## src/rtl/ssd_pkg.sv

```systemverilog
// Shared types, constants and helpers for the keypad/PmodSSD entry driver.
package ssd_pkg;

  typedef enum logic [1:0] {
    EMPTY = 2'd0,
    ONE   = 2'd1,
    TWO   = 2'd2
  } entry_state_t;

  localparam logic [6:0] SEG_BLANK = 7'b0000000;

  // Refresh-divider counter width; a quotient of 2 still needs one bit.
  function automatic int div_width(input int div);
    return (div > 2) ? $clog2(div) : 1;
  endfunction

  // Segment order {a,b,c,d,e,f,g}, active high.
  function automatic logic [6:0] hex_to_seg(input logic [3:0] h);
    logic [6:0] s;
    case (h)
      4'h0: s = 7'b1111110;
      4'h1: s = 7'b0110000;
      4'h2: s = 7'b1101101;
      4'h3: s = 7'b1111001;
      4'h4: s = 7'b0110011;
      4'h5: s = 7'b1011011;
      4'h6: s = 7'b1011111;
      4'h7: s = 7'b1110000;
      4'h8: s = 7'b1111111;
      4'h9: s = 7'b1111011;
      4'hA: s = 7'b1110111;
      4'hB: s = 7'b0011111;
      4'hC: s = 7'b1001110;
      4'hD: s = 7'b0111101;
      4'hE: s = 7'b1001111;
      default: s = 7'b1000111;
    endcase
    return s;
  endfunction

endpackage

```

## src/rtl/ssd_entry_driver_disp_ctrl.sv

```systemverilog
// Segment decoder with blanking; the segment register loads only on slot
// boundaries so the bus never changes apart from chip_sel.
module disp_ctrl
  import ssd_pkg::*;
(
  input  logic       clk,
  input  logic       rst,
  input  logic       load,
  input  logic [3:0] digit,
  input  logic       valid,
  output logic [6:0] seg
);

  logic [6:0] seg_q, seg_d;

  always_comb begin
    seg_d = seg_q;
    if (load) seg_d = valid ? hex_to_seg(digit) : SEG_BLANK;
  end

  always_ff @(posedge clk or posedge rst) begin
    if (rst) seg_q <= SEG_BLANK;
    else     seg_q <= seg_d;
  end

  assign seg = seg_q;

endmodule

```

## src/rtl/ssd_entry_driver.sv

```systemverilog
// Two-digit keypad entry buffer with a time-multiplexed 7-segment driver.
// Handshake: key_valid and clr are single-cycle strobes with no back-pressure.
module ssd_entry_driver
  import ssd_pkg::*;
#(
  parameter int clk_freq   = 125_000_000,
  parameter int refresh_hz = 1000
) (
  input  logic       clk,
  input  logic       rst,
  input  logic       key_valid,
  input  logic [3:0] key_code,
  input  logic       mode,
  input  logic       clr,
  output logic [6:0] seg,
  output logic       chip_sel,
  output logic [3:0] digit_l,
  output logic [3:0] digit_r,
  output logic       l_valid,
  output logic       r_valid,
  output logic [1:0] entry_state
);

  localparam int DIV = clk_freq / refresh_hz;
  localparam int CW  = div_width(DIV);
  localparam logic [CW-1:0] LAST = CW'(DIV - 1);

  logic [CW-1:0] cnt_q, cnt_d;
  logic          chip_sel_q, chip_sel_d;
  logic [3:0]    digit_l_q, digit_l_d, digit_r_q, digit_r_d;
  logic          l_valid_q, l_valid_d, r_valid_q, r_valid_d;
  logic          mode_q;
  entry_state_t  state_q, state_d;

  logic       wrap;
  logic       clear;
  logic [3:0] nxt_digit;
  logic       nxt_valid;

  always_comb begin
    wrap       = (cnt_q == LAST);
    cnt_d      = wrap ? '0 : cnt_q + 1'b1;
    chip_sel_d = wrap ? ~chip_sel_q : chip_sel_q;
    // The segment register is fed with the slot about to be selected.
    nxt_digit  = chip_sel_q ? digit_r_q : digit_l_q;
    nxt_valid  = chip_sel_q ? r_valid_q : l_valid_q;
  end

  always_comb begin
    clear     = clr | (mode != mode_q);
    digit_l_d = digit_l_q;
    digit_r_d = digit_r_q;
    l_valid_d = l_valid_q;
    r_valid_d = r_valid_q;
    state_d   = state_q;
    if (clear) begin
      l_valid_d = 1'b0;
      r_valid_d = 1'b0;
      state_d   = EMPTY;
    end else if (!mode) begin
      l_valid_d = 1'b0;
      state_d   = EMPTY;
      if (key_valid) begin
        digit_r_d = key_code;
        r_valid_d = 1'b1;
      end
    end else if (key_valid) begin
      case (state_q)
        EMPTY: begin
          digit_l_d = key_code;
          l_valid_d = 1'b1;
          state_d   = ONE;
        end
        ONE: begin
          digit_r_d = key_code;
          r_valid_d = 1'b1;
          state_d   = TWO;
        end
        default: begin
          // A third key starts a fresh entry; the old right digit stays hidden.
          digit_l_d = key_code;
          l_valid_d = 1'b1;
          r_valid_d = 1'b0;
          state_d   = ONE;
        end
      endcase
    end
  end

  always_ff @(posedge clk or posedge rst) begin
    if (rst) begin
      cnt_q      <= '0;
      chip_sel_q <= 1'b0;
      digit_l_q  <= '0;
      digit_r_q  <= '0;
      l_valid_q  <= 1'b0;
      r_valid_q  <= 1'b0;
      mode_q     <= 1'b0;
      state_q    <= EMPTY;
    end else begin
      cnt_q      <= cnt_d;
      chip_sel_q <= chip_sel_d;
      digit_l_q  <= digit_l_d;
      digit_r_q  <= digit_r_d;
      l_valid_q  <= l_valid_d;
      r_valid_q  <= r_valid_d;
      mode_q     <= mode;
      state_q    <= state_d;
    end
  end

  disp_ctrl u_disp_ctrl (
    .clk   (clk),
    .rst   (rst),
    .load  (wrap),
    .digit (nxt_digit),
    .valid (nxt_valid),
    .seg   (seg)
  );

  assign chip_sel    = chip_sel_q;
  assign digit_l     = digit_l_q;
  assign digit_r     = digit_r_q;
  assign l_valid     = l_valid_q;
  assign r_valid     = r_valid_q;
  assign entry_state = state_q;

endmodule

```

## config.mk

```make
export PLATFORM = sky130hd
export DESIGN_NAME = ssd_entry_driver
export DESIGN_NICKNAME = d
export VERILOG_FILES = /design/src/rtl/ssd_pkg.sv /design/src/rtl/ssd_entry_driver_disp_ctrl.sv /design/src/rtl/ssd_entry_driver.sv
export SDC_FILE = /design/constraint.sdc
export NUM_CORES = 1
export LEC_CHECK = 0
export ABC_AREA = 1
export CAP_MARGIN = 30
export CORE_MARGIN = 2
export CORE_UTILIZATION = 35
export DETAILED_ROUTE_END_ITERATION = 8
export GPL_TIMING_DRIVEN = 0
export HOLD_SLACK_MARGIN = 0.03
export SLEW_MARGIN = 10
export SYNTH_ARGS = -nofsm -noshare
export SYNTH_HDL_FRONTEND = slang
export SYNTH_SLANG_ARGS = --single-unit
```

## constraint.sdc

```tcl
create_clock -name clk -period 4 [get_ports clk]
set_input_delay 0.4 -clock clk [delete_from_list [all_inputs] [get_ports clk]]
set_output_delay 0.4 -clock clk [all_outputs]
set_load 0.02 [all_outputs]
```

==> impl_results.md, run 1 <==
* 1st-iter DRT viols at 81
* PostCTS Resize Cnt at 0
* CTS Buf Count at 5
* Total congestion overflow at 0
* Adder-Cell Fraction of Synth Area at under 10%
* Worst EP arrival at 1.35 ns
* Gr usage total at between 10% and 20%
* Clock Sinks at 38
* Wire per inst at 11.22 µm
* Via density at about 4.6
* Syn Area/Cell at 7.503 µm²
* Longest Clk Path Bufs at 2
* P_sw at 0.2820 mW
* Crit Path Class: flip-flop to output port
* Register share of total power at 45.9%
* Row cnt at 29
* Compound-cell area share of the yosys netlist at 5.853%
* WL final at 4.668 mm
* Status: completed
* Initial core utilization at a little over a third
* Final Slew Violations at 0
* Synth Register Bits at 38
* First-pass GRT wire length at 8.707 mm
* Int Pwr at roughly 0.62 mW
* Mux contribution to synthesized area at 0%
* Critical path endpoint category: output port
* Clock power frac at between 30% and 40%
* # DRC at 0
* Root Buffer Master: clkbuf_8
* Setup bufs post-CTS at 0
* Crit-path max cell delay at 0.64 ns
* Layout Nets at 354
* Buffers and inverters on the worst path at 1
* Post-synthesis xor/xnor area fraction at just over 3%
* CTS clk-pin slew, worst paths at 0.08 ns
* Synth Instances at 302
* YS warnings at 0
* Combinational cell fraction of total power at 23.2%
* Die Y at 84.46 µm
* Antenna viol nets, final at 0
* Tot Pwr at 0.9059 mW
* I/O pin total at 29
* Largest net degree at the start of global routing at 31
* Post-CTS Hold Fix Bufs at 0
* Final Cycle Share at 43.77%
* Total die area at about 7100 µm²
* Mapped Area at 2266 µm²
* Unrepaired setup endpoints after global routing: no
* Later-pin clock latency in the skew report at 0.29 ns
* Critical path depth in cells at 1
* Area grow syn2layout at 21.70%
* Setup violators final at 0
* Worst path slowest cell: clkdlybuf4s50_1
* Final hold vios at 0
* HPWL after DPL at 3.574 mm
* Final worst slack at 2.249 ns
* Sequential area share after synthesis at a little over two fifths
* Via count at 1925
* Number of global-route vias before repair at around 1900
* Total negative slack at 0 ns
* Place WS at 2.102 ns
* Port Buffers at 28
* Worst-margin pin slew at 0.4525 ns
* Die width at 84.46 µm
* H-tree depth at 2
* Worst r2r path cells at 8
* Crit path cell chain: clkdlybuf4s50_1
* DR pass1 iterations at 4
* ANT cells at 0
* Fmax achieved at roughly 570 MHz
* Worst Clk Skew at 0.008211 ns
* Post-layout min period at 1.751 ns
* Crit path required time at between 3 and 4 ns
* Pleak at 1.362 nW
* Max-capacitance violation count at 0
* Area of the core at 6314 µm²
* Main combinational cell family by area after synthesis: simple AND/OR/NAND/NOR gates
* Worst slew margin at a little over two thirds
* CP startpoint kind: flip-flop
* Layout cells sized above 1 at 12.68%
* Switch share at between 30% and 40%
* CTS tree: yes
* Synthesized Nets at about 320
* Post-synthesis cell type count at 28
* VDD IR-drop max at 0.2045 mV
* HP Class: input port to asynchronous set/reset pin
* Synth Area in Simple Gates at 36.72%
* Initial antenna violation count at 0
* Final GP Congestion at 0.8760
* CP Max Fanout at 4
* PD cells at 328.5 nW/µm²
* Crit-path leading delay family: buffers and inverters
==> metrics by stage <==
stage	hold WS, ns	utilization [%]	cells	instance area, µm²
6_report	0.3404	43.68	416	2758
5_1_grt	0.3658	43.68	416	2758
2_1_floorplan	0.4314	-	302	2266
4_1_cts	0.3444	43.68	416	2758
3_3_place_gp	0.4628	41.85	407	2643
3_5_place_dp	0.4660	42.17	408	2663
==> kinds of logic after synthesis <==
kind of cell | after synthesis
AND/OR/NAND/NOR | 183
buffers and inverters | 45
flip-flops | 38
AO/OA/AOI/OAI | 22
XOR/XNOR | 7
adder cells (fa/ha/maj) | 7
==> synth_stat cells <==
master / number / area share, %
inv_2: 5 / 0.83
xor2_2: 1 / 0.72
buf_2: 1 / 0.22
dfrtp_1: 38 / 42
or2_2: 1 / 0.28
nor2_8: 1 / 0.88
xnor2_1: 1 / 0.39
nand2_4: 1 / 0.50
ha_1: 7 / 3.9
nand3_1: 23 / 5.1
nor2_4: 4 / 2.0
o21ai_0: 13 / 2.9
a21oi_2: 1 / 0.39
nand2_2: 4 / 1.1
xor2_1: 5 / 1.9
inv_1: 35 / 5.8
nor3_1: 4 / 0.88
nand3b_1: 3 / 0.99
nor2_1: 39 / 6.5
o21ai_4: 1 / 0.72
nand2_1: 91 / 15
nor2_2: 6 / 1.7
nand3_2: 1 / 0.44
a21oi_1: 5 / 1.1
o21ai_2: 2 / 0.77
nand4_1: 5 / 1.4
buf_6: 3 / 1.5
clkinv_2: 1 / 0.22
==> power by group through the flow <==
stage          Clock, mW  Combinational, mW  Sequential, mW
2_1_floorplan          0              0.110           0.445
3_3_place_gp           0              0.207           0.424
3_5_place_dp           0              0.211           0.424
4_1_cts            0.291              0.212           0.417
5_1_grt            0.311              0.240           0.419
6_report           0.280              0.210           0.416
==> worst reg2reg max path, stage by stage (launching register included) <==
cell     delay, ns
dfrtp_1       0.43
buf_6         0.17
o21ai_0       0.36
ha_1          0.29
inv_1         0.09
nand2_1       0.07
nand3_1       0.06
nand3_1       0.10
nand2_1       0.05
==> path summary, 6_finish.rpt <==
check                           slack, ns               start            endpoint
max in group asynchronous            3.23                 rst  u_disp_ctrl.seg[3]
worst max register to register       2.27            chip_sel  u_disp_ctrl.seg[6]
worst max-delay path                 2.25            chip_sel            chip_sel
worst min register to register       0.48  u_disp_ctrl.seg[6]  u_disp_ctrl.seg[6]
min in group clk                     0.48  u_disp_ctrl.seg[6]  u_disp_ctrl.seg[6]
worst min-delay path                 0.34                 rst           cnt_q[16]
==> registers in the layout, indices dropped and copies added, names as in the netlist <==
register	cells
chip_sel	1
cnt_q	17
digit_l	4
digit_r	4
entry_state	2
l_valid	1
mode_q	1
r_valid	1
u_disp_ctrl.seg	7
==> cell type report <==
cell class              instances  area, µm²
well taps                      77      96.34
repair buffers                 29      300.3
fillers                       678       3556
plain buffers                   4      38.79
inverters                      41      155.1
clock inverters                 2      12.51
multi-input cells             219       1121
clock buffers                   6      82.58
flip-flops and latches         38      950.9
==> cells in the final DEF (no fill, tap or decap), types with 4 or more instances in the layout <==
master and n:
a21oi_1 5, o21ai_0 13, clkbuf_8 6, nor2_1 39, nand2_1 91, nand2_2 4
xor2_1 5, nor2_2 6, nor3_1 4, inv_2 6, nand3_1 23, nand4_1 5
ha_1 7, inv_1 34, clkdlybuf4s50_1 28, nor2_4 4, dfrtp_1 38
==> layer usage <==
layer	GRT usage, %	up-vias	routed length, µm
met4	3.030	0	15
met3	4.720	2	265
met5	0	-	0
li1	-	1010	-
met1	19.05	868	2213
met2	24.75	45	2173
No activity file was read; power rests on OpenSTA's default activity.
==> run 2, diff against run 1 <==
==> constraint.sdc (replaced) <==
create_clock -name clk -period 1.59 [get_ports clk]
set_input_delay 0.159 -clock clk [delete_from_list [all_inputs] [get_ports clk]]
set_output_delay 0.159 -clock clk [all_outputs]
set_load 0.02 [all_outputs]
==> run 2 against run 1 <==
  * Via count down 0.52%
  * Core utilization up 1.5 points
  * Power rose to 2.5 times the previous value
  * Design area grew 3.4%
  * Cell count increased by 1.7%
  * Critical path depth is 9 higher
  * Global-route usage down 0.96 points
  * Die area is the same
  * Worst hold slack better by 0.10 ns
  * Non-clock buffer count rose by 7
  * Combinational power increased to 2.7 times the previous value
  * Clock skew decreased by 0.0022 ns
  * Critical path type is now flip-flop to flip-flop
==> impl_results.md, run 2 (synthesis gave the netlist of run 1 again) <==
* Worst EP arrival at 1.68 ns (+0.33 ns)
* Max reg flops at 17 (unchanged)
* Layout cells sized above 1 at 15.90% (+3.2 points)
* Total congestion overflow at 0 (unchanged)
* Clock Sinks at 38 (unchanged)
* I/O pin total at 29 (unchanged)
* DR pass1 iterations at 4 (unchanged)
* Worst slew margin at 72.18% (+2.5 points)
* Tot Pwr at 2.294 mW (+150%)
* Layout Nets at 361 (+2.0%)
* Most flop-heavy register: cnt_q
* Fmax achieved at 667.8 MHz
* Crit path required time at 1.77 ns (-1.83 ns)
* Status: completed
* Worst r2r path cells at 10 (+2)
* Hold Slack at 0.4452 ns (+0.1049 ns)
* H-tree depth at 2 (unchanged)
* Antenna viol nets, final at 0 (unchanged)
* Area of the multi-input gates at 1160 µm² (+3.5%)
* Setup violators final at 0 (unchanged)
* Die width at 84.46 µm (unchanged)
* WL final at 4.622 mm (-0.99%)
* Initial core utilization at 35.89% (unchanged)
* Final Cycle Share at ~94%
* Gr usage total at 13.87% (-0.96 points)
* CP Max Fanout at 8 (+4)
* Crit path cell chain: buf_6, inv_2, nand2_1, nand2_4, inv_2, ha_1, nand2_1, nand3_1, nand3_1, nand2_1
* CTS tree: yes
* First-pass GRT wire length at 8.073 mm (-7.3%)
* Wire per inst at 10.93 µm (-2.6%)
* Highest-count cells in the layout ignoring fill and taps: 88 x nand2_1, 39 x nor2_1, 38 x dfrtp_1, 33 x inv_1, 27 x clkdlybuf4s50_1
* Number of global-route vias before repair at 1792 (-7.2%)
* Worst-margin pin slew at 0.4157 ns (-0.03682 ns)
* Placed Instance Area at 2663 µm² (unchanged)
* ANT cells at 0 (unchanged)
* Max-capacitance violation count at 0 (unchanged)
* Final std cells w/o fill at 423 (+1.7%)
* Post-layout min period at roughly 1.5 ns
* Final hold vios at 0 (unchanged)
* Leading cell type in the layout, fill and taps excluded: nand2_1
* FF+latch area at 950.9 µm² (unchanged)
* Die Y at 84.46 µm (unchanged)
* 1st-iter DRT viols at 55 (-32%)
* Final Slew Violations at 0 (unchanged)
* Row cnt at 29 (unchanged)
* Later-pin clock latency in the skew report at 0.29 ns (about the same)
* Final GP Congestion at 0.8701 (-0.67%)
* Area grow syn2layout at 25.79%
* Largest net degree at the start of global routing at 37 (+19%)
* Placed insts at 408 (unchanged)
* CP startpoint kind: flip-flop
* Filler cells at 669 (-1.3%)
* PD cells at 804.9 nW/µm² (+150%)
* Critical path endpoint category: flip-flop
* Initial antenna violation count at 0 (unchanged)
* CTS clk-pin slew, worst paths at 0.07 ns (about the same)
* Longest Clk Path Bufs at 2 (unchanged)
* VDD IR-drop max at 0.4460 mV (+120%)
* CP dominant cell by count: nand2_1
* Crit-path max cell delay at 0.41 ns (-0.23 ns)
* CTS Buf Count at 5 (unchanged)
* Final Cell Area at 2850 µm² (+3.4%)
* Root Buffer Master: clkbuf_8
* HP Class: input port to flip-flop
* Area of the core at 6314 µm² (unchanged)
* Port Buffers at 28 (unchanged)
* HPWL after DPL at 3.420 mm (-4.3%)
* # DRC at 0 (unchanged)
* Worst Clk Skew at 0.006009 ns (-0.002202 ns)
* Pleak at 1.417 nW (+4.1%)
* Hold path depth at 3
* Crit Path Class: flip-flop to flip-flop
* Worst path slowest cell: dfrtp_1
* Via count at 1915 (-0.52%)
* Via density at 4.527 (-2.2%)
* Total die area at 7133 µm² (unchanged)
-- run 2: final cells by class --
class	instances	share of cell area, %
plain buffers	4	1.361
clock buffers	7	3.029
clock inverters	1	0.1756
inverters	41	5.443
multi-input cells	219	40.69
flip-flops and latches	38	33.36
well taps	77	3.380
repair buffers	36	12.55
-- run 2: through the flow --
stage	worst slack, ns	util (%)	TNS [ns]
after floorplan	0.008615	-	0
after global placement	-0.3319	41.85	-12.71
after detailed placement	-0.04103	42.17	-0.1574
after CTS	0.01001	43.82	0
after global routing	-0.006888	45.14	-0.01159
final	0.09257	45.14	0
-- run 2: what timing repair did --
item | in CTS | in global routing
setup buffers | 1 | 5
gates resized for setup | 2 | 9
pin swaps | 0 | 1
setup endpoints to repair | 4 | 13
hold buffers | 0 | 1
endpoints found under the hold margin | 0 | 2
-- run 2: layer usage --
metal | GRT usage, % | share of wire [%]
met3 | 5.113 | 5.3
met1 | 18.03 | 48
met5 | 0 | 0
met4 | 3.319 | 0.74
met2 | 22.15 | 45
-- run 2: path summary, 6_finish.rpt --
path,start,slack (ns),end
max,chip_sel,0.09,u_disp_ctrl.seg[2]
min,key_code[2],0.45,digit_r[2]
max reg2reg,chip_sel,0.09,u_disp_ctrl.seg[2]
min reg2reg,u_disp_ctrl.seg[6],0.48,u_disp_ctrl.seg[6]
max in group asynchronous,rst,0.60,cnt_q[1]
min in group asynchronous,rst,0.61,mode_q
-- run 2: worst max-delay path: cells and delay by family (launching register included) --
family,cells,cell delay [ns]
flops,1,0.41
simple gates,6,0.50
fa+ha+maj,1,0.18
buf+inv,3,0.30
-- run 2: report_power, final --
group,switching [mW],leakage [nW],internal (mW)
clock,0.330,0.0482,0.350
combinational,0.337,0.872,0.231
sequential,0.0325,0.497,1.01
total,0.699,1.42,1.59
